`src/rtl/wwfa_arbiter_nxn_if.sv`:
```
// Request/grant bundle between crossbar input ports and the wave-front arbiter.
// master = port side driving requests, slave = arbiter returning grants.
interface wwfa_arbiter_nxn_if #(
  parameter int N_PORTS = 4,
  parameter int ADDR_W  = $clog2(N_PORTS)
);
  logic [N_PORTS-1:0]        req;
  logic [N_PORTS*ADDR_W-1:0] req_addr;
  logic [N_PORTS-1:0]        req_last;
  logic [N_PORTS-1:0]        out_blocked;
  logic [N_PORTS-1:0]        grant;
  logic [N_PORTS*ADDR_W-1:0] grant_out;
  logic [N_PORTS-1:0]        out_busy;
  logic [ADDR_W-1:0]         prio_diag;

  modport master (
    output req, req_addr, req_last, out_blocked,
    input  grant, grant_out, out_busy, prio_diag
  );

  modport slave (
    input  req, req_addr, req_last, out_blocked,
    output grant, grant_out, out_busy, prio_diag
  );
endinterface

```
`src/rtl/wwfa_arbiter_nxn.sv`:
```
// NxN wrapped wave-front arbiter: one-cycle registered grants, optional hold until req_last/abort.
// Blocked outputs get no new grant; held connections ignore out_blocked and req_addr changes.
module wwfa_arbiter_nxn #(
  parameter int N_PORTS = 4,
  parameter bit HOLD_EN = 1'b1
) (
  input  logic              clk,
  input  logic              reset,
  wwfa_arbiter_nxn_if.slave bus
);
  localparam int ADDR_W = $clog2(N_PORTS);

  logic [N_PORTS-1:0]        r_grant;
  logic [N_PORTS*ADDR_W-1:0] r_gout;
  logic [N_PORTS-1:0]        r_busy;
  logic [ADDR_W-1:0]         r_prio;

  logic [N_PORTS-1:0]        w_held;
  logic [N_PORTS-1:0]        w_col_held;
  logic [N_PORTS-1:0]        w_row_free;
  logic [N_PORTS-1:0]        w_col_free;
  logic [N_PORTS-1:0]        w_win;
  logic [N_PORTS*ADDR_W-1:0] w_win_addr;
  logic [N_PORTS-1:0]        w_grant_nxt;
  logic [N_PORTS*ADDR_W-1:0] w_gout_nxt;
  logic [N_PORTS-1:0]        w_busy_nxt;
  logic                      w_rel;
  int                        w_diag;

  assign w_held = HOLD_EN ? r_grant : '0;

  always_comb begin
    w_col_held = '0;
    for (int i = 0; i < N_PORTS; i++)
      for (int j = 0; j < N_PORTS; j++)
        if (w_held[i] && r_gout[i*ADDR_W +: ADDR_W] == ADDR_W'(j))
          w_col_held[j] = 1'b1;
  end

  // Diagonals swept in priority order; each win removes its row and column from later diagonals.
  always_comb begin
    w_row_free = ~w_held;
    w_col_free = ~w_col_held & ~bus.out_blocked;
    w_win      = '0;
    w_win_addr = '0;
    w_diag     = 0;
    for (int d = 0; d < N_PORTS; d++) begin
      w_diag = int'(r_prio) + d;
      if (w_diag >= N_PORTS)
        w_diag = w_diag - N_PORTS;
      for (int i = 0; i < N_PORTS; i++)
        for (int j = 0; j < N_PORTS; j++)
          if ((((j - i) + N_PORTS) % N_PORTS) == w_diag
              && bus.req[i]
              && bus.req_addr[i*ADDR_W +: ADDR_W] == ADDR_W'(j)
              && w_row_free[i] && w_col_free[j]) begin
            w_win[i]                        = 1'b1;
            w_win_addr[i*ADDR_W +: ADDR_W]  = ADDR_W'(j);
            w_row_free[i]                   = 1'b0;
            w_col_free[j]                   = 1'b0;
          end
    end
  end

  always_comb begin
    w_grant_nxt = '0;
    w_gout_nxt  = '0;
    w_busy_nxt  = '0;
    w_rel       = 1'b0;
    for (int i = 0; i < N_PORTS; i++) begin
      if (w_held[i]) begin
        w_rel = !bus.req[i] || bus.req_last[i];
        w_grant_nxt[i] = !w_rel;
        w_gout_nxt[i*ADDR_W +: ADDR_W] = w_rel ? '0 : r_gout[i*ADDR_W +: ADDR_W];
      end else begin
        w_grant_nxt[i] = w_win[i];
        w_gout_nxt[i*ADDR_W +: ADDR_W] = w_win_addr[i*ADDR_W +: ADDR_W];
      end
    end
    for (int i = 0; i < N_PORTS; i++)
      for (int j = 0; j < N_PORTS; j++)
        if (w_grant_nxt[i] && w_gout_nxt[i*ADDR_W +: ADDR_W] == ADDR_W'(j))
          w_busy_nxt[j] = 1'b1;
  end

  always_ff @(posedge clk) begin
    if (reset) begin
      r_grant <= '0;
      r_gout  <= '0;
      r_busy  <= '0;
      r_prio  <= '0;
    end else begin
      r_grant <= w_grant_nxt;
      r_gout  <= w_gout_nxt;
      r_busy  <= w_busy_nxt;
      if (|w_win)
        r_prio <= (r_prio == ADDR_W'(N_PORTS - 1)) ? '0 : r_prio + ADDR_W'(1);
    end
  end

  assign bus.grant     = r_grant;
  assign bus.grant_out = r_gout;
  assign bus.out_busy  = r_busy;
  assign bus.prio_diag = r_prio;
endmodule

```
`src/flat_wrapper.sv`:
```
// flat-port wrapper written by rule: the top's interface ports become plain ports
module wwfa_arbiter_nxn_flat 
#(
  parameter int N_PORTS = 4,
  parameter bit HOLD_EN = 1'b1
)
  (clk, reset, bus_req, bus_req_addr, bus_req_last, bus_out_blocked, bus_grant, bus_grant_out, bus_out_busy, bus_prio_diag);
  wwfa_arbiter_nxn_if #(.N_PORTS(N_PORTS)) bus_i ();
  input  logic clk;
  input  logic reset;
  input wire logic [$bits(bus_i.req)-1:0] bus_req;
  input wire logic [$bits(bus_i.req_addr)-1:0] bus_req_addr;
  input wire logic [$bits(bus_i.req_last)-1:0] bus_req_last;
  input wire logic [$bits(bus_i.out_blocked)-1:0] bus_out_blocked;
  output wire logic [$bits(bus_i.grant)-1:0] bus_grant;
  output wire logic [$bits(bus_i.grant_out)-1:0] bus_grant_out;
  output wire logic [$bits(bus_i.out_busy)-1:0] bus_out_busy;
  output wire logic [$bits(bus_i.prio_diag)-1:0] bus_prio_diag;
  assign bus_i.req = bus_req;
  assign bus_i.req_addr = bus_req_addr;
  assign bus_i.req_last = bus_req_last;
  assign bus_i.out_blocked = bus_out_blocked;
  assign bus_grant = bus_i.grant;
  assign bus_grant_out = bus_i.grant_out;
  assign bus_out_busy = bus_i.out_busy;
  assign bus_prio_diag = bus_i.prio_diag;
  wwfa_arbiter_nxn #(.N_PORTS(N_PORTS), .HOLD_EN(HOLD_EN)) u_core (.clk(clk), .reset(reset), .bus(bus_i));
endmodule
```
`config.mk`:
```
export PLATFORM = sky130hd
export DESIGN_NAME = wwfa_arbiter_nxn_flat
export DESIGN_NICKNAME = d
export VERILOG_FILES = /design/src/rtl/wwfa_arbiter_nxn_if.sv /design/src/rtl/wwfa_arbiter_nxn.sv /design/src/flat_wrapper.sv
export SDC_FILE = /design/constraint.sdc
export NUM_CORES = 1
export LEC_CHECK = 0
export CAP_MARGIN = 40
export CORE_UTILIZATION = 40
export DETAILED_ROUTE_END_ITERATION = 7
export PLACE_DENSITY = 0.73
export SKIP_CTS_REPAIR_TIMING = 1
export SLEW_MARGIN = 20
export SYNTH_ARGS = -nofsm -noshare
export SYNTH_HDL_FRONTEND = slang
export SYNTH_SLANG_ARGS = --single-unit
```
`constraint.sdc`:
```
create_clock -name clk -period 3.7 [get_ports clk]
set_input_delay 0.555 -clock clk [delete_from_list [all_inputs] [get_ports clk]]
set_output_delay 0.555 -clock clk [all_outputs]
set_load 0.01 [all_outputs]
```
# Word-level counts from Yosys, hierarchy flattened
# Index checks and enable logic that the tools add are counted.
# totals
ff_bits	18
# op_classes
reduce_logical	317
eq_ne	49
order_cmp	4
bitwise_logic	4
n_mux	293
add_sub_neg	8
# op_table
op	n
logical AND 1 bit	288
equality test 3 x 32 -> 1 bit, first input constant	8
two-way mux 1 bit	224
two-way mux 2 bit	65
equality test 2 x 32 -> 1 bit, first input constant	4
logical NOT 32 bit	4
two-way mux 32 bit	4
greater-or-equal comparator 32 x 4 -> 1 bit, second input constant	3
subtractor 32 x 4 -> 32 bit, second input constant	3
equality test 2 bit, second input constant	25
equality test 2 x 1 -> 1 bit, second input constant	12
logical NOT 2 bit	12
inverter 4 bit	3
logical NOT 1 bit	8
adder 2 x 2 -> 3 bit, second input constant	2
bitwise AND 4 bit	1
logical OR 1 bit	4
OR reduction 4 bit	1
subtractor 2 x 3 -> 4 bit, second input constant	1
adder 2 x 1 -> 3 bit, second input constant	1
greater-or-equal comparator 2 x 3 -> 1 bit, second input constant	1
adder 2 x 1 -> 2 bit, second input constant	1

# Logic depth before layout (Yosys ltp)
# Gate-level depths: netlist of the first run.
# logic_depth
ltp_word	65
ltp_mapped	15
ltp_nobuf	13

# Least setup slack after synthesis of the first run
# OpenSTA, ideal clock, no wires.
# synth_timing
kind	reg-to-reg
start	reg u_core.r_prio[0], in the netlist u_core.bus.prio_diag[0]
end	reg u_core.r_prio[0], in the netlist u_core.bus.prio_diag[0]
stages_incl_launch_ff	15
arrival_ps	3746
path_slack_ps	-167
path_cell_list	dfxtp_1 > inv_1 > ha_1 > buf_2 > and3b_4 > and2_4 > or4_1 > o211ai_2 > nor4_1 > o311ai_1 > a311oi_1 > a21oi_1 > or4b_4 > nor4b_4 > mux2_4
# synth_between
elab_chain_cells	60
# synth_lines
item	line	text
start, declared	wwfa_arbiter_nxn.sv:16	logic [ADDR_W-1:0] r_prio;
start signal, assigned	wwfa_arbiter_nxn.sv:97	r_prio <= (r_prio == ADDR_W'(N_PORTS - 1)) ? '0 : r_prio + ADDR_W'(1);
subtractor 2 x 3 -> 4 bit / greater-or-equal comparator 2 x 3 -> 1 bit (equally long branches)	wwfa_arbiter_nxn.sv:50, wwfa_arbiter_nxn.sv:49	
two-way mux 32 bit	wwfa_arbiter_nxn.sv:49	if (w_diag >= N_PORTS)
logical NOT 32 bit	wwfa_arbiter_nxn.sv:53	if ((((j - i) + N_PORTS) % N_PORTS) == w_diag
logical AND 1 bit	wwfa_arbiter_nxn.sv:54	&& bus.req[i]
logical AND 1 bit	wwfa_arbiter_nxn.sv:55	&& bus.req_addr[i*ADDR_W +: ADDR_W] == ADDR_W'(j)
logical AND 1 bit (2 in series)	wwfa_arbiter_nxn.sv:56	&& w_row_free[i] && w_col_free[j]) begin
two-way mux 1 bit	wwfa_arbiter_nxn.sv:53	
logical AND 1 bit	wwfa_arbiter_nxn.sv:56	
(+41 left out)	--	
two-way mux 1 bit / logical AND 1 bit (equally long branches)	wwfa_arbiter_nxn.sv:53, wwfa_arbiter_nxn.sv:56	
logical AND 1 bit / two-way mux 1 bit (equally long branches) (2 in series)	wwfa_arbiter_nxn.sv:56, wwfa_arbiter_nxn.sv:53	
two-way mux 1 bit / logical AND 1 bit (equally long branches)	wwfa_arbiter_nxn.sv:53, wwfa_arbiter_nxn.sv:56	
logical AND 1 bit / two-way mux 1 bit (equally long branches) (2 in series)	wwfa_arbiter_nxn.sv:56, wwfa_arbiter_nxn.sv:53	
two-way mux 1 bit / logical AND 1 bit (equally long branches)	wwfa_arbiter_nxn.sv:53, wwfa_arbiter_nxn.sv:56	
logical AND 1 bit	wwfa_arbiter_nxn.sv:56	
two-way mux 1 bit	wwfa_arbiter_nxn.sv:53	
OR reduction 4 bit	wwfa_arbiter_nxn.sv:96	if (|w_win)
# Several ways; a longest one is shown, not always the timed one.
# A chain may end at the register's enable or synchronous reset.

# Final worst setup path of the first run
# layout_timing
start	reg u_core.r_gout[5], in the netlist u_core.bus.grant_out[5]
end	reg u_core.r_busy[0], in the netlist u_core.bus.out_busy[0]
# layout_between
elab_chain_cells	63
# layout_lines
item	line	text
start, declared	wwfa_arbiter_nxn.sv:14	logic [N_PORTS*ADDR_W-1:0] r_gout;
start signal, assigned	wwfa_arbiter_nxn.sv:94	r_gout <= w_gout_nxt;
logical NOT 2 bit	wwfa_arbiter_nxn.sv:36	if (w_held[i] && r_gout[i*ADDR_W +: ADDR_W] == ADDR_W'(j))
logical AND 1 bit	wwfa_arbiter_nxn.sv:36	
two-way mux 1 bit (2 in series)	wwfa_arbiter_nxn.sv:36	
inverter 4 bit	wwfa_arbiter_nxn.sv:43	w_col_free = ~w_col_held & ~bus.out_blocked;
bitwise AND 4 bit	wwfa_arbiter_nxn.sv:43	
logical AND 1 bit	wwfa_arbiter_nxn.sv:56	
two-way mux 1 bit	wwfa_arbiter_nxn.sv:53	
logical AND 1 bit	wwfa_arbiter_nxn.sv:56	
(+46 left out)	--	
logical AND 1 bit / two-way mux 1 bit (equally long branches)	wwfa_arbiter_nxn.sv:56, wwfa_arbiter_nxn.sv:53	
two-way mux 1 bit / logical AND 1 bit (equally long branches)	wwfa_arbiter_nxn.sv:53, wwfa_arbiter_nxn.sv:56	
logical AND 1 bit	wwfa_arbiter_nxn.sv:56	
two-way mux 2 bit	wwfa_arbiter_nxn.sv:53	
two-way mux 2 bit	wwfa_arbiter_nxn.sv:71	if (w_held[i]) begin
logical NOT 2 bit	wwfa_arbiter_nxn.sv:82	if (w_grant_nxt[i] && w_gout_nxt[i*ADDR_W +: ADDR_W] == ADDR_W'(j))
logical AND 1 bit	wwfa_arbiter_nxn.sv:82	
two-way mux 1 bit *	wwfa_arbiter_nxn.sv:82	
end signal, assigned	wwfa_arbiter_nxn.sv:95	r_busy <= w_busy_nxt;
end, declared	wwfa_arbiter_nxn.sv:15	logic [N_PORTS-1:0] r_busy;
# Mark *: on every way between the ends. The rest lies on a longest branch, timed or not.

==> metrics, run 1 <==
Internal ~0.0013 W; DRT antenna net count 0; WL/cell between 20 and 25 um; CP Launch Type register; Hold Fails Final Rpt 0; Final Non-Filler Cells approximately 800; Die H a little over 90 um; antenna cells 0; slack of the critical path -267.3 ps; largest net degree at the start of global routing 16; power density over cell area around 400 nW/um^2; Nets between 700 and 800; Cell Rows 32; RSZ-0062 raised after global routing yes; Sink Count 18; Avg Inst Size Synth approximately 7.3 um^2; Via-to-Cell Ratio roughly 6.4; Die Wd between 90 and 100 um; Bufs and invs on worst path 1; Pwr Total between 0.002 and 0.0025 W; layout cell share with drive strength beyond 1 0.4935; ranking of synthesized cells by area dfxtp_1 11%, nand3_1 5.4%, nand2_1 4.8%; Comb pwr share 0.812; top-level I/O count 40; first-pass GRT wire length 25,600 um; initial antenna violation count 0; MaxCap Viol Count 0; drc violations 0; cell count after synthesis 440; ys async rst share 0; area grow syn2layout 86.93%; Post-synth top flop dfxtp_1; Fmax roughly 250 MHz; drt pass-1 iters 6; Worst path top cell family by delay simple AND/OR/NAND/NOR gates; full die area about 8400 um^2; IO Port Bufs 39; Clock Skew 5.711 ps; syn nets roughly 470; clk root buf clkbuf_8; IR drop worst, VDD 0.0004120 V; Yosys top cell area share 0.1121; status finished, violations left; sequential power share 0.127; Slew @ Worst Pin approximately 620 ps; Post-Route WL approximately 18,000 um; Cell Area, Synth ~3200 um^2; Tcrit/Tclk final 1.072; Vias 5,151; Rel. slew slack 0.5817; CP max FO 6; filler cell count 606; Slew Limit Fails 0; WP data required slightly below 4000 ps; Reg area between 300 and 400 um^2; Post-synth EDFFs 0; yosys warns 0; synth unique cells 95; #FFs+latches synth 18; CP Cell Sequence and3b_2, nor4_4, nand4_4, buf_6, o32a_1, and3_4, or3_4, or4b_4, o2111a_2, o211ai_1, o221ai_1, a32o_2; Clk network pwr share 0.062; vias in the first global route approximately 4,800; kind of end point of the critical path register; initial DRC count just under 600; Arr. time, crit path 4120 ps; Starting Density 0.4140; worst setup path class reg -> reg; CTS tree done; gpl congestion 1.132; CTS clk-pin slew, worst paths approximately 80 ps; grt total ovfl 0; Clock Latency Late Sink around 260 ps; LEAKAGE approximately 2.7 nW; post-synth top area cell dfxtp_1; TritonCTS buffer count 3; largest stage delay on the critical path roughly 520 ps; fin crit period slightly below 4000 ps; Placed Cells 770; htree depth 1; Multi-input gate area 3152 um^2; # setup viols final 6; Sw Pwr about 0.0011 W; violated checks setup timing; Seq/Total Area, Yosys 0.1121; Net Sw Frac 0.4652; All-Layer GR Usage 0.3998; final HPWL from detailed placement between 10,000 and 15,000 um; CORE AREA between 7000 and 8000 um^2; highest-delay cell along the critical path or4b_4; worst hold path type reg -> reg; clk buf depth 2
[cells in the mapped netlist (all sizes together), types with 9 or more instances]
library cell	instances
nand2	41
nor2	39
nand3	37
buf	20
dfxtp	18
nand4	14
nor2b	14
nor3	14
nor4	14
and3	12
inv	12
and2	11
a211oi	10
and3b	9
nand3b	9
o21ai	9
[metal layers]
layer | vias to the layer above | wire [um] | global-route usage
met5 | - | 0 | 0
met4 | 0 | 1149 | 0.1825
met3 | 100 | 1716 | 0.06136
met2 | 371 | 8344 | 0.6535
met1 | 2416 | 7121 | 0.5153
li1 | 2264 | - | -
[stage by stage]
stage	utilization	setup TNS (ps)	hold WS (ps)	worst slack (ps)	instance area (um^2)
5_1_grt	0.7738	-1912	555.6	-347.0	6011
3_5_place_dp	0.6777	-10310	497.7	-1071	5264
6_report	0.7738	-1126	535.7	-267.3	6011
2_1_floorplan	-	0	492.1	5.357	3278
3_3_place_gp	0.6777	-10320	490.1	-1037	5264
4_1_cts	0.6835	-6448	509.4	-858.2	5309
[state kept, by name, indices dropped and copies added (netlist names)]
signal,cells
u_core.bus.grant_out,8
u_core.bus.grant,4
u_core.bus.out_busy,4
u_core.bus.prio_diag,2
[final timing paths]
path | from | to | slack [ps] | cells past startpoint
worst min-delay path | u_core.bus.prio_diag[1]$_SDFFE_PP0P_ | u_core.bus.prio_diag[1]$_SDFFE_PP0P_ | 540 | 2
worst max register to register | u_core.bus.grant_out[5]$_SDFF_PP0_ | u_core.bus.out_busy[0]$_SDFF_PP0_ | -270 | 12
worst min register to register | u_core.bus.prio_diag[1]$_SDFFE_PP0P_ | u_core.bus.prio_diag[1]$_SDFFE_PP0P_ | 540 | 2
worst max-delay path | u_core.bus.grant_out[5]$_SDFF_PP0_ | u_core.bus.out_busy[0]$_SDFF_PP0_ | -270 | 12
[area by class of cell]
cell class | instances | share of cell area
Sequential cell | 18 | 0.06349
Clock buffer | 3 | 0.006869
Inverter | 12 | 0.008326
Timing Repair Buffer | 279 | 0.3751
Multi-Input combinational cell | 384 | 0.5244
Tap cell | 102 | 0.02123
Clock inverter | 1 | 0.0006245
[cells by family after synthesis]
logic type | Yosys count | synth area share
AND/OR/NAND/NOR | 270 | 0.5300
buffers and inverters | 38 | 0.05564
flip-flops | 18 | 0.1121
adder cells (fa/ha/maj) | 4 | 0.01556
multiplexers | 2 | 0.007781
AO/OA/AOI/OAI | 108 | 0.2790
[layout by cell type (no fill, tap or decap), types with 8 or more instances in the layout]
| cell | n |
|---|---|
| nand3_1 | 33 |
| nor2b_1 | 10 |
| buf_4 | 232 |
| nor3_1 | 9 |
| nor2_1 | 36 |
| buf_6 | 8 |
| dlymetal6s2s_1 | 13 |
| nand3b_1 | 9 |
| clkdlybuf4s50_1 | 26 |
| dfxtp_1 | 11 |
| nand2_1 | 39 |
| nand4_1 | 13 |
| and3_1 | 11 |
| and2_1 | 10 |
| inv_1 | 10 |
[power by group through the flow]
stage          sequential, W  combinational, W  clock [W]
2_1_floorplan       0.000293          0.000723          0
3_3_place_gp        0.000288           0.00160          0
3_5_place_dp        0.000291           0.00162          0
4_1_cts             0.000287           0.00162   0.000142
5_1_grt             0.000306           0.00202   0.000151
6_report            0.000303           0.00194   0.000147
[worst register-to-register path: stages (launching register included)]
cell and delay [ps]:
dfxtp_4 380, and3b_2 230, nor4_4 450, nand4_4 290, buf_6 220, o32a_1 370, and3_4 170, or3_4 460
or4b_4 520, o2111a_2 200, o211ai_1 130, o221ai_1 180, a32o_2 260
No activity file was read; power rests on OpenSTA's default activity.
==> run 2: changes to the inputs <==
Settings changed: DONT_BUFFER_PORTS set to 1, PLACE_DENSITY 0.73 to 0.66.
==> metrics, run 2 (synthesis gave the netlist of run 1 again) <==
r2r startpoint u_core.bus.grant[2]$_SDFF_PP0_ (was u_core.bus.grant_out[5]$_SDFF_PP0_); DRT antenna net count 0 (unchanged); largest stage delay on the critical path 580 ps (was 520 ps); fin crit period 4089 ps (was 3967 ps); power density over cell area 427.4 nW/um^2 (was 398.5 nW/um^2); htree depth 1 (unchanged); Rel. slew slack 0.5486 (was 0.5817); hold depth 1 (was 2); most common cell after layout, fill and taps aside buf_4 (unchanged); drt pass-1 iters 6 (unchanged); CP dominant cell by count buf_4; Die H 91.66 um (unchanged); violated checks setup timing (unchanged); Die Wd 91.66 um (unchanged); first-pass GRT wire length 25,610 um (was 25,600 um); area grow syn2layout 60.89% (was 86.93%); top-level I/O count 40 (unchanged); Hold Fails Final Rpt 0 (unchanged); CORE AREA 7767 um^2 (unchanged); max reg flops 8 (unchanged); Final Non-Filler Cells 730 (was 799); Placed Cells 711 (was 770); clk buf depth 2 (unchanged); CTS tree done (unchanged); Slew @ Worst Pin 673.0 ps (was 623.7 ps); Fmax 244.5 MHz (was 252.1 MHz); antenna cells 0 (unchanged); worst reg2reg setup slack -390 ps (was -270 ps); status finished, violations left (unchanged); Hold Path Origin reset (was u_core.bus.prio_diag[1]$_SDFFE_PP0P_); filler cell count 676 (was 606); worst reg-to-reg path cell count 14 (was 12); Clock Latency Late Sink 260 ps (about the same); TritonCTS buffer count 3 (unchanged); CTS clk-pin slew, worst paths 70 ps (was 80 ps); Post-Route WL 17,450 um (was 18,330 um); Cell Rows 32 (unchanged); gpl congestion 1.110 (was 1.132); Tcrit/Tclk final 1.105 (was 1.072); All-Layer GR Usage 0.4052 (was 0.3998); worst hold endpoint u_core.bus.grant_out[2]$_SDFF_PP0_ (was u_core.bus.prio_diag[1]$_SDFFE_PP0P_); final HPWL from detailed placement 13,950 um (was 14,280 um); worst setup path class reg -> reg (unchanged); highest-delay cell along the critical path or4b_1 (was or4b_4); Hold Worst Slack 349.2 ps (was 535.7 ps); kind of end point of the critical path register (unchanged); vias in the first global route 4,613 (was 4,792); Starting Density 0.4140 (unchanged); slack of the critical path -389.3 ps (was -267.3 ps); Slew Limit Fails 0 (unchanged); Nets 655 (was 724); layout cell share with drive strength beyond 1 0.4666 (was 0.4935); CP Launch Type register (unchanged); drc violations 0 (unchanged); Sink Count 18 (unchanged); initial antenna violation count 0 (unchanged); LEAKAGE 2.230 nW (was 2.702 nW); WP data required 3850 ps (about the same); Clock Skew 7.248 ps (was 5.711 ps); # setup viols final 7 (was 6); WL/cell 23.91 um (was 22.94 um); clk root buf clkbuf_8 (unchanged); largest net degree at the start of global routing 16 (unchanged); CP max FO 5 (was 6); grt total ovfl 0 (unchanged); IO Port Bufs 0 (was 39); Arr. time, crit path 4230 ps (was 4120 ps); Via-to-Cell Ratio 6.674 (was 6.447); RSZ-0062 raised after global routing yes (unchanged); CP Cell Sequence buf_4, nand3_1, and4_1, nand4b_1, buf_4, nor3_1, or4b_1, buf_4, nand3_1, o22ai_1, a21oi_1, or4b_4, nor4b_4, mux2_4 (was and3b_2, nor4_4, nand4_4, buf_6, o32a_1, and3_4, or3_4, or4b_4, o2111a_2, o211ai_1, o221ai_1, a32o_2); Vias 4,872 (was 5,151); Critical R2R Capture u_core.bus.prio_diag[0]$_SDFFE_PP0P_ (was u_core.bus.out_busy[0]$_SDFF_PP0_); full die area 8402 um^2 (unchanged); IR drop worst, VDD 0.0003616 V (was 0.0004120 V); worst hold path type in -> reg (was reg -> reg); initial DRC count 525 (was 577); most frequent cells in the layout 205 x buf_4, 40 x nand2_1, 38 x nor2_1, 34 x nand3_1, 15 x dfxtp_1 (was 232 x buf_4, 39 x nand2_1, 36 x nor2_1, 33 x nand3_1, 26 x clkdlybuf4s50_1); MaxCap Viol Count 0 (unchanged)
[run 2: changes by cell type in the layout (fill, tap and decap cells not counted), sizes merged]
cell / change
clkinv: -1
clkdlybuf4s50: -26
clkbuf: +1
dlymetal6s2s: -13
buf: -30
[run 2: worst max-delay path: cells and delay by family (launching register included)]
family	cells	cell delay, ps
AND/OR/NAND/NOR	8	2250
multiplexers	1	330
AO/OA/AOI/OAI	2	310
flip-flops	1	520
buffers and inverters	3	560
[run 2: worst max path at each step]
stage,from,end,slack [ps],depth (start not counted)
5_1_grt,u_core.bus.prio_diag[0]$_SDFFE_PP0P_,u_core.bus.out_busy[0]$_SDFF_PP0_,-420,15
6_report,u_core.bus.grant[2]$_SDFF_PP0_,u_core.bus.prio_diag[0]$_SDFFE_PP0P_,-390,14
3_5_place_dp,u_core.bus.prio_diag[0]$_SDFFE_PP0P_,u_core.bus.prio_diag[0]$_SDFFE_PP0P_,-740,17
2_1_floorplan,u_core.bus.prio_diag[0]$_SDFFE_PP0P_,u_core.bus.prio_diag[0]$_SDFFE_PP0P_,5,14
4_1_cts,u_core.bus.prio_diag[0]$_SDFFE_PP0P_,u_core.bus.prio_diag[0]$_SDFFE_PP0P_,-760,17
3_3_place_gp,u_core.bus.prio_diag[0]$_SDFFE_PP0P_,u_core.bus.prio_diag[0]$_SDFFE_PP0P_,-580,17
[run 2: per-stage QoR]
step	util	power [W]	worst slack [ps]	TNS, ps	instance area, um^2
finish	0.6661	0.002211	-389.3	-1468	5174
detailed placement	0.6076	0.001769	-737.6	-6577	4720
CTS	0.6147	0.001936	-759.7	-7036	4775
floorplan	-	0.001016	5.357	0	3278
global route	0.6661	0.002307	-423.2	-2396	5174
global placement	0.6071	0.001754	-577.3	-5270	4716
[run 2: metal layers]
layer | part of all wire | up-vias | global-route usage
met2 | 0.43 | 371 | 0.6234
met4 | 0.068 | 0 | 0.2222
met3 | 0.11 | 103 | 0.1061
met1 | 0.39 | 2261 | 0.5126
met5 | 0 | - | 0
li1 | - | 2137 | -
[run 2: report_power, final]
part           total [W]  switching [W]  internal (W)  leakage [nW]
registers       0.000298      0.0000588      0.000239         0.149
logic            0.00175       0.000897      0.000852          2.05
clock network   0.000165      0.0000701     0.0000948        0.0288
total            0.00221        0.00103       0.00119          2.23
[run 2: layout make-up]
type / instances / area [um^2] / share of cell area
Clock buffer: 4 / 55.05 / 0.01064
Timing Repair Buffer: 210 / 1588 / 0.3069
Tap cell: 102 / 127.6 / 0.02467
Multi-Input combinational cell: 384 / 2984 / 0.5768
Inverter: 12 / 50.05 / 0.009674
Sequential cell: 18 / 369.1 / 0.07134
==> run 3: changes to the inputs <==
Settings changed: CORE_UTILIZATION 40 to 60, CTS_CLUSTER_SIZE set to 24, PLACE_DENSITY 0.66 to 0.89, SKIP_CTS_REPAIR_TIMING 1 to unset.
==> metrics, run 3 <==
status did not finish (was finished, violations left); stopping stage global routing; Err [ERROR GRT-0116] Global routing finished with congestion. Check the congestion regions in the DRC Viewer.; yosys warns 0 (unchanged); #FFs+latches synth 18 (unchanged); ys async rst share 0 (unchanged); All-Layer GR Usage 0.7918; first-pass GRT wire length approximately 32,000 um; Post-synth EDFFs 0 (unchanged); htree depth 1 (unchanged); Avg Inst Size Synth 7.308 um^2 (unchanged); # hold bufs at CTS 0; largest net degree at the start of global routing 16; Starting Density 0.6256 (was 0.4140); clk root buf clkbuf_8 (unchanged); gpl congestion 1.345 (was 1.110); Yosys top cell area share 0.1121 (unchanged); final HPWL from detailed placement 13,310 um (was 13,950 um); Die Wd 75.21 um (was 91.66 um); Cell Rows 26 (was 32); synth unique cells 95 (unchanged); syn nets 466 (unchanged); top-level I/O count 40 (unchanged); Sink Count 18 (unchanged); IO Port Bufs 0 (unchanged); Cell Area, Synth 3216 um^2 (unchanged); grt total ovfl approximately 110; clk buf depth 2 (unchanged); Post-synth top flop dfxtp_1 (unchanged); commonest cells in the synthesized netlist 41 x nand2_1, 39 x nor2_1, 35 x nand3_1 (unchanged); TritonCTS buffer count 3 (unchanged); Die H 75.21 um (was 91.66 um); cell count after synthesis 440 (unchanged); vias in the first global route 5,897; Seq/Total Area, Yosys 0.1121 (unchanged); ranking of synthesized cells by area dfxtp_1 11%, nand3_1 5.4%, nand2_1 4.8% (unchanged); post-synth top area cell dfxtp_1 (unchanged); most common cell in the synthesized netlist nand2_1 (unchanged)
run 3: cell families after synthesis:
group	count (synthesis)	share of synthesized area
flops	18	0.1121
compound gates	108	0.2790
mux	2	0.007781
simple gates	270	0.5300
fa+ha+maj	4	0.01556
buf+inv	38	0.05564
run 3: through the flow:
stage / instances / hold slack (ps) / setup TNS (ps) / worst slack (ps) / area (um^2)
after CTS: 638 / 358.7 / -368.9 / -150.8 / 4649
after detailed placement: 624 / 630.5 / -3952 / -625.7 / 4295
after global placement: 624 / 626.0 / -1755 / -436.7 / 4295
after floorplan: 440 / 492.1 / 0 / 5.357 / 3278
run 3: what timing repair did:
action                                 CTS
pin swaps                               22
endpoints found under the hold margin    0
setup buffers                           10
resized for setup                       45
setup endpoints to repair               14
run 3: routing by layer:
metal	global-route usage	GRT overflow
met1	0.7755	0
met2	0.9800	62
met3	0.5823	0
met4	0.9074	45
met5	0.1667	1
==> run 4: changes to the inputs <==
Settings changed: CORE_UTILIZATION 60 to 40, CTS_CLUSTER_SIZE 24 to unset, PLACE_DENSITY 0.89 to unset, PLACE_DENSITY_LB_ADDON set to 0.15.
Clock period 3.7 ns to 4.8 ns, I/O delays scaled along.
==> metrics, run 4 (synthesis gave the netlist of run 1 again) <==
Via-to-Cell Ratio approximately 7.4; Sw Pwr about 0.0006 W; # setup viols final 0; fin crit period about 4600 ps; GRT Max-Usage Layer met2; Sink Count 18 (unchanged); Starting Density 0.4140 (was 0.6256); layout cell share with drive strength beyond 1 0.1554; Placed Cells 541 (was 624); worst reg-to-reg path cell count 14; highest-delay cell along the critical path a2111oi_0; Resize count post-CTS 0 (was 45); GR Layer Usage met2 0.5257; Slew @ Worst Pin 825.5 ps; full die area between 8000 and 9000 um^2; Hold Fails Final Rpt 0; antenna cells 0; Clock Skew 4.008 ps; Net Sw Frac 0.5300; htree depth 1 (unchanged); status complete, no violations (was did not finish); worst reg2reg setup slack approximately 220 ps; All-Layer GR Usage 0.3397; Die Wd 91.66 um (was 75.21 um); routing usage on met1 0.4365; first-pass GRT wire length about 22,000 um; Comb pwr share 0.673; gpl congestion 1.021 (was 1.345); Bufs and invs on worst path 3; Hold Worst Slack between 500 and 600 ps; Vias around 4,000; final HPWL from detailed placement 11,350 um (was 13,310 um); grt total ovfl 0; clk buf depth 2 (unchanged); top-level I/O count 40 (unchanged); area grow syn2layout 7.860%; DRT antenna net count 0; WP depth 14; Tcrit/Tclk final 0.9534; Nets approximately 470; Rel. slew slack 0.4419; Setup WS pre-CTS 227.1 ps (was -625.7 ps); Slew Limit Fails 0; Worst path top cell family by delay simple AND/OR/NAND/NOR gates; CTS tree done; CORE AREA 7767 um^2; setup bufs post-CTS 0 (was 10); Clk network pwr share 0.107; CP Launch Type register; Post-Route WL about 14,000 um; WL/cell 26.21 um; most common cell after layout, fill and taps aside nand2_1; most frequent cells in the layout 41 x nand2_1, 39 x nor2_1, 35 x nand3_1, 24 x buf_4, 18 x dfxtp_1; Final Non-Filler Cells 546; TritonCTS buffer count 3 (unchanged); MaxCap Viol Count 0; LEAKAGE between 1 and 1.5 nW; Critical R2R Capture u_core.bus.prio_diag[0]$_SDFFE_PP0P_; Clock Latency Late Sink 250 ps; r2r startpoint u_core.bus.prio_diag[0]$_SDFFE_PP0P_; Arr. time, crit path approximately 4700 ps; CP Cell Sequence inv_1, ha_1, buf_4, nand4_1, nand4b_1, a2111oi_0, buf_4, or3b_2, a31oi_1, o211ai_1, a2111oi_0, nand4_1, nor4b_4, mux2_4; Setup TNS 0 ps; IR drop worst, VDD 0.0002629 V; met3 GRT Util 0.07794; RSZ-0062 raised after global routing no; initial DRC count between 300 and 400; vias in the first global route 3,829; CP max FO 18; WP data required between 4000 and 5000 ps; CTS clk-pin slew, worst paths 70 ps; IO Port Bufs 0 (unchanged); worst setup path class reg -> reg; worst hold path type in -> reg; drc violations 0; Die H 91.66 um (was 75.21 um); # hold bufs at CTS 0 (unchanged); largest net degree at the start of global routing 19; power density over cell area around 330 nW/um^2; kind of end point of the critical path register; clk root buf clkbuf_8 (unchanged); sequential power share 0.220; Hold Path Origin reset; max reg flops 8; largest stage delay on the critical path around 550 ps; initial antenna violation count 0; slack of the critical path around 220 ps; hold depth 1; Fmax between 200 and 250 MHz; Internal about 0.00054 W; worst hold endpoint u_core.bus.grant_out[2]$_SDFF_PP0_; Cell Rows 32 (was 26); drt pass-1 iters 5
-- run 4: per-layer routing --
metal  up-vias  share of wire
li1       1763              -
met1      1899           0.41
met2       288           0.43
met3        68          0.099
met4         0          0.060
met5         -              0
-- run 4: power by group through the flow --
stage	clock, W	sequential [W]	combinational [W]
final	0.000122	0.000253	0.000772
after global routing	0.000131	0.000256	0.000823
after CTS	0.000124	0.000251	0.000748
after detailed placement	0	0.000255	0.000745
after global placement	0	0.000255	0.000748
after floorplan	0	0.000222	0.000535
-- run 4: worst max path at each step --
| stage | startpoint | endpoint | slack [ps] |
|---|---|---|---|
| floorplan | u_core.bus.prio_diag[0]$_SDFFE_PP0P_ | u_core.bus.prio_diag[0]$_SDFFE_PP0P_ | 930 |
| detailed placement | u_core.bus.prio_diag[0]$_SDFFE_PP0P_ | u_core.bus.prio_diag[0]$_SDFFE_PP0P_ | 230 |
| global placement | u_core.bus.prio_diag[0]$_SDFFE_PP0P_ | u_core.bus.prio_diag[0]$_SDFFE_PP0P_ | 350 |
| finish | u_core.bus.prio_diag[0]$_SDFFE_PP0P_ | u_core.bus.prio_diag[0]$_SDFFE_PP0P_ | 220 |
| CTS | u_core.bus.prio_diag[0]$_SDFFE_PP0P_ | u_core.bus.prio_diag[0]$_SDFFE_PP0P_ | 210 |
| global route | u_core.bus.prio_diag[0]$_SDFFE_PP0P_ | u_core.bus.prio_diag[0]$_SDFFE_PP0P_ | 60 |
-- run 4: per-stage QoR --
stage / utilization / area, um^2 / total power, W
finish: 0.4465 / 3468 / 0.001147
global route: 0.4465 / 3468 / 0.001210
CTS: 0.4460 / 3465 / 0.001124
detailed placement: 0.4390 / 3410 / 0.0009994
global placement: 0.4390 / 3410 / 0.001004
floorplan: - / 3216 / 0.0007571
-- run 4: area by class of cell --
class / count / area [um^2]
inverters: 12 / 45.04
fillers: 808 / 4299
multi-input cells: 384 / 2676
clock buffers: 4 / 55.05
well taps: 102 / 127.6
repair buffers: 26 / 203.9
flip-flops and latches: 18 / 360.3
==> RTL edit 1, RTL diff (config.mk and constraints of run 2) <==
Reset style: asynchronous (`reset`), changed in one clocked block.
--- a/src/rtl/wwfa_arbiter_nxn.sv
+++ b/src/rtl/wwfa_arbiter_nxn.sv
@@ -83,7 +83,7 @@
           w_busy_nxt[j] = 1'b1;
   end
 
-  always_ff @(posedge clk) begin
+  always_ff @(posedge clk or posedge reset) begin
     if (reset) begin
       r_grant <= '0;
       r_gout  <= '0;
Behaviour: differs if reset is asserted again (counterexample within 4 cycles, from zero or initial values and one cycle with reset high); with reset held inactive, the same outputs for 4 cycles.
==> RTL edit 1 against run 2 <==
- worst setup slack got worse by 0.31 ns
- design area decreased by 5.4%
- via count decreased by 7.4%
- the flow still finishes with violations (setup timing)
- die area decreased by 9.4%
- critical path type unchanged
- global-route usage decreased by 0.46 points
- area after synthesis decreased by 9.6%
- power increased by 25%
- sequential cell count unchanged
- routed wire length decreased by 7.8%
==> RTL edit 1: results (changes against run 2) <==
* Syn_nets at 434 (-6.9%)
* Layout Skew at 0.00328 ns (-0.00397 ns)
* Prevailing post-synth register cell: dfrtp_1
* Critical Path Fanout Max at 4 (-1)
* Worst slew margin at 0.434 (-0.115)
* Nets@finish at 609 (-7.0%)
* Reg2Reg Setup Slack at -0.70 ns (-0.31 ns)
* WL met2 at 7140 µm (-5.1%)
* LEAKAGE at 0.00223 µW (about the same)
* FF-to-FF path depth at 15 (+1)
* Failing checks: setup timing
* Crit path largest cell delay at 0.52 ns (-0.06 ns)
* Fillcell total at 568 (-16%)
* Slowest CP cell: or4_4
* HPWL after DPL at 12500 µm (-11%)
* Seq/Total Area, Yosys at 0.155 (+0.0430)
* Placed cell areas at 4320 µm² (-8.5%)
* Setup ws final at -0.695 ns (-0.306 ns)
* Gpl congestion at 1.03 (-7.2%)
* Drt first-iter violations at 586 (+12%)
* Commonest cells in the synthesized netlist: nand2_1, nor2_1, nand3_1, nor3_1, dfrtp_1
* Maximum vdd drop at 0.479 mV (+33%)
* Endpoints failing setup at 14 (+7)
* Outcome: finished with violations
* Worst setup path startpoint: u_core.bus.prio_diag[0]
* Largest net degree at the start of global routing at 19 (+3)
* Global-route wire length before repair at 22400 µm (-12%)
* Routed len/inst at 23.7 µm (-0.72%)
RTL edit 1: changes by cell type after synthesis, sizes merged, moves of 12 or more:
| cell | delta |
|---|---|
| nand2 | +15 |
| nor2b | -14 |
| nand3 | -12 |
| dfxtp | -18 |
| buf | -15 |
| dfrtp | +18 |
RTL edit 1: worst min-delay path by stage:
stage	start	endpoint	slack, ns	cells after the start
5_1_grt	reset	u_core.bus.grant_out[7]	0.35	1
3_5_place_dp	reset	u_core.bus.prio_diag[1]	0.59	1
2_1_floorplan	reset	u_core.bus.grant[0]	0.49	1
3_3_place_gp	reset	u_core.bus.prio_diag[1]	0.57	1
4_1_cts	reset	u_core.bus.prio_diag[1]	0.31	1
6_report	reset	u_core.bus.prio_diag[0]	0.30	1
RTL edit 1: metal layers:
| layer | track usage | vias to the layer above |
|---|---|---|
| met5 | 0 | - |
| met4 | 0.188 | 0 |
| met3 | 0.103 | 84 |
| met2 | 0.624 | 355 |
| met1 | 0.516 | 2121 |
| li1 | - | 1953 |
RTL edit 1: logic make-up (layout without fill, tap and decap cells):
group	Yosys count	in the layout	share of synthesized area
AND/OR/NAND/NOR	276	277	0.548
AO/OA/AOI/OAI	83	83	0.236
buffers and inverters	25	198	0.0340
flip-flops	18	18	0.155
adder cells (fa/ha/maj)	4	4	0.0172
multiplexers	2	2	0.0103
RTL edit 1: stage by stage:
stage	setup WS, ns	utilization	hold WS, ns	instances
2_1_floorplan	-0.362	-	0.494	408
3_3_place_gp	-0.795	0.624	0.574	659
3_5_place_dp	-0.785	0.625	0.593	659
4_1_cts	-0.828	0.632	0.313	663
5_1_grt	-0.704	0.709	0.353	678
6_report	-0.695	0.709	0.299	678
RTL edit 1: worst register-to-register path, cell delays in order (launching register included):
cell	delay [ns]
dfrtp_2	0.46
inv_4	0.09
ha_4	0.18
buf_6	0.10
and2_4	0.16
a211oi_4	0.07
a211oi_4	0.41
nor4_4	0.07
or4_4	0.43
or4_4	0.52
o311a_4	0.34
nand3b_1	0.18
nand4_1	0.24
nand3b_1	0.27
or4_4	0.46
mux2_4	0.31
RTL edit 1: cell type report:
| type | instances | area, µm² | share of cell area |
|---|---|---|---|
| Multi-Input combinational cell | 366 | 2840 | 0.579 |
| Inverter | 10 | 42.5 | 0.00869 |
| Timing Repair Buffer | 184 | 1400 | 0.285 |
| Clock buffer | 4 | 45.0 | 0.00920 |
| Sequential cell | 18 | 454 | 0.0928 |
| Tap cell | 96 | 120 | 0.0245 |
RTL edit 1: power by group:
part / switching (µW) / internal [µW]
registers: 90.2 / 270
logic: 1160 / 1100
clock network: 71.3 / 76.7
==> RTL edit 2, RTL diff (settings of run 2) <==
Without the edit above. `HOLD_EN` is set to 1'b1 in 2 places; all go to 1'b0.
--- a/src/rtl/wwfa_arbiter_nxn.sv
+++ b/src/rtl/wwfa_arbiter_nxn.sv
@@ -2,7 +2,7 @@
 // Blocked outputs get no new grant; held connections ignore out_blocked and req_addr changes.
 module wwfa_arbiter_nxn #(
   parameter int N_PORTS = 4,
-  parameter bit HOLD_EN = 1'b1
+  parameter bit HOLD_EN = 1'b0
 ) (
   input  logic              clk,
   input  logic              reset,
--- a/src/flat_wrapper.sv
+++ b/src/flat_wrapper.sv
@@ -2,7 +2,7 @@
 module wwfa_arbiter_nxn_flat 
 #(
   parameter int N_PORTS = 4,
-  parameter bit HOLD_EN = 1'b1
+  parameter bit HOLD_EN = 1'b0
 )
   (clk, reset, bus_req, bus_req_addr, bus_req_last, bus_out_blocked, bus_grant, bus_grant_out, bus_out_busy, bus_prio_diag);
   wwfa_arbiter_nxn_if #(.N_PORTS(N_PORTS)) bus_i ();
Function: changed (a bounded check fails within 4 cycles, from zero or initial values and one cycle with reset high).
==> RTL edit 2 against run 2 <==
- the flow still finishes with violations (setup timing)
- worst setup slack improved by 0.14 ns
- area after synthesis decreased by 20%
- hold slack improved by 0.010 ns
- design area decreased by 21%
- sequential cell count unchanged
- sequential share of layout area increased by 1.9 points
- routed wire length decreased by 31%
- power decreased by 22%
- critical path type unchanged
- largest power group unchanged
- highest routed layer unchanged
==> RTL edit 2: results (changes against run 2) <==
* Synth cell types at 80 (-16%)
* Drt first pass iters at 5 (-1)
* Outcome: finished with violations
* Clk power at 160 µW (-3%)
* Largest net degree at the start of global routing at 22 (+6)
* Failing checks: setup timing
* Clock-cell share at 0.0135 (+0.00289)
* Ratio of cells with drive above 1 in the final layout at 0.460 (-0.00681)
* Global-route wire length before repair at 17000 µm (-34%)
* Clock buffer count at 4 (unchanged)
* Internal at 992 µW (-16%)
* Layout Skew at 0.00206 ns (-0.00519 ns)
* Commonest cells in the synthesized netlist: nand2_1, nor2_1, a21oi_1, nand3_1, dfxtp_1
* Nets@finish at 499 (-24%)
* Number of global-route vias before repair at 3265 (-29%)
* Seq area share at 0.0904 (+0.0191)
* Setup TNS Final at -0.742 ns (+0.725 ns)
* Routed vias/inst at 6.61 (-0.98%)
* NonClk Buf Share at 0.264 (-0.0427)
* Setup ws final at -0.248 ns (+0.141 ns)
* Maximum vdd drop at 0.422 mV (+17%)
* Routed len/inst at 22.0 µm (-8.0%)
* Drt first-iter violations at 403 (-23%)
* Critical Path Fanout Max at 6 (+1)
* Num CTS Buffers at 3 (unchanged)
* Endpoints failing setup at 6 (-1)
* Fraction of synthesized area in multiplexers at 0.00972 (+0.00194)
* Layout sequential cell count at 18 (unchanged)
* HPWL after DPL at 8940 µm (-36%)
* Crit path largest cell delay at 0.46 ns (-0.12 ns)
* Adder-Cell Fraction of Synth Area at 0.0194 (+0.00387)
* Combinational share of power at 0.736 (-0.055)
* Compound-Gate Fraction of Synth Area at 0.234 (-0.0448)
* Diodes inserted at 0 (unchanged)
* Gpl congestion at 1.03 (-7.6%)
* Plain + repair buffers at 140 (-33%)
* Multi-input combinational area share at 0.600 (+0.0236)
==> RTL edit 2: routing by layer <==
| metal | track usage | wire length, µm | up-vias |
|---|---|---|---|
| li1 | - | - | 1633 |
| met1 | 0.451 | 4910 | 1715 |
| met2 | 0.560 | 5580 | 217 |
| met3 | 0.0626 | 1030 | 50 |
| met4 | 0.0947 | 516 | 0 |
| met5 | 0 | 0 | - |
==> RTL edit 2: kinds of logic (layout without fill, tap and decap cells) <==
group,count (synthesis),after routing
DFF,18,18
muxes,2,2
AOI/OAI and AO/OA,78,78
buffers and inverters,25,151
and+or+nand+nor,219,219
adders and majority gates,4,4
==> RTL edit 2: final timing paths <==
kind,startpoint,to,slack [ns],cells after the start
min,reset,u_core.bus.grant_out[7],0.36,1
max,u_core.bus.prio_diag[1],u_core.bus.prio_diag[0],-0.25,16
min reg2reg,u_core.bus.prio_diag[1],u_core.bus.prio_diag[1],0.67,3
max reg2reg,u_core.bus.prio_diag[1],u_core.bus.prio_diag[0],-0.25,16
==> RTL edit 2: worst reg2reg max path, cell delays in order, from the launching register on <==
cell and delay, ns:
dfxtp_4 0.37, buf_4 0.15, ha_4 0.17, buf_6 0.14, and4_4 0.21, nor3_4 0.26, a2111oi_4 0.11, buf_4 0.17
a22oi_2 0.30, nand4_1 0.25, buf_4 0.21, nor3b_4 0.18, or4_4 0.15, or4b_4 0.46, and4bb_2 0.29, and4_4 0.17
mux2_4 0.29
==> RTL edit 2: per-stage QoR <==
stage	instance area, µm²	instances	hold WS, ns	setup slack [ns]
after global routing	4070	547	0.356	-0.325
after global placement	3540	529	0.627	-0.427
final	4070	547	0.359	-0.248
after detailed placement	3540	529	0.629	-0.419
after floorplan	2580	346	0.539	0.00540
after CTS	3590	533	0.363	-0.443
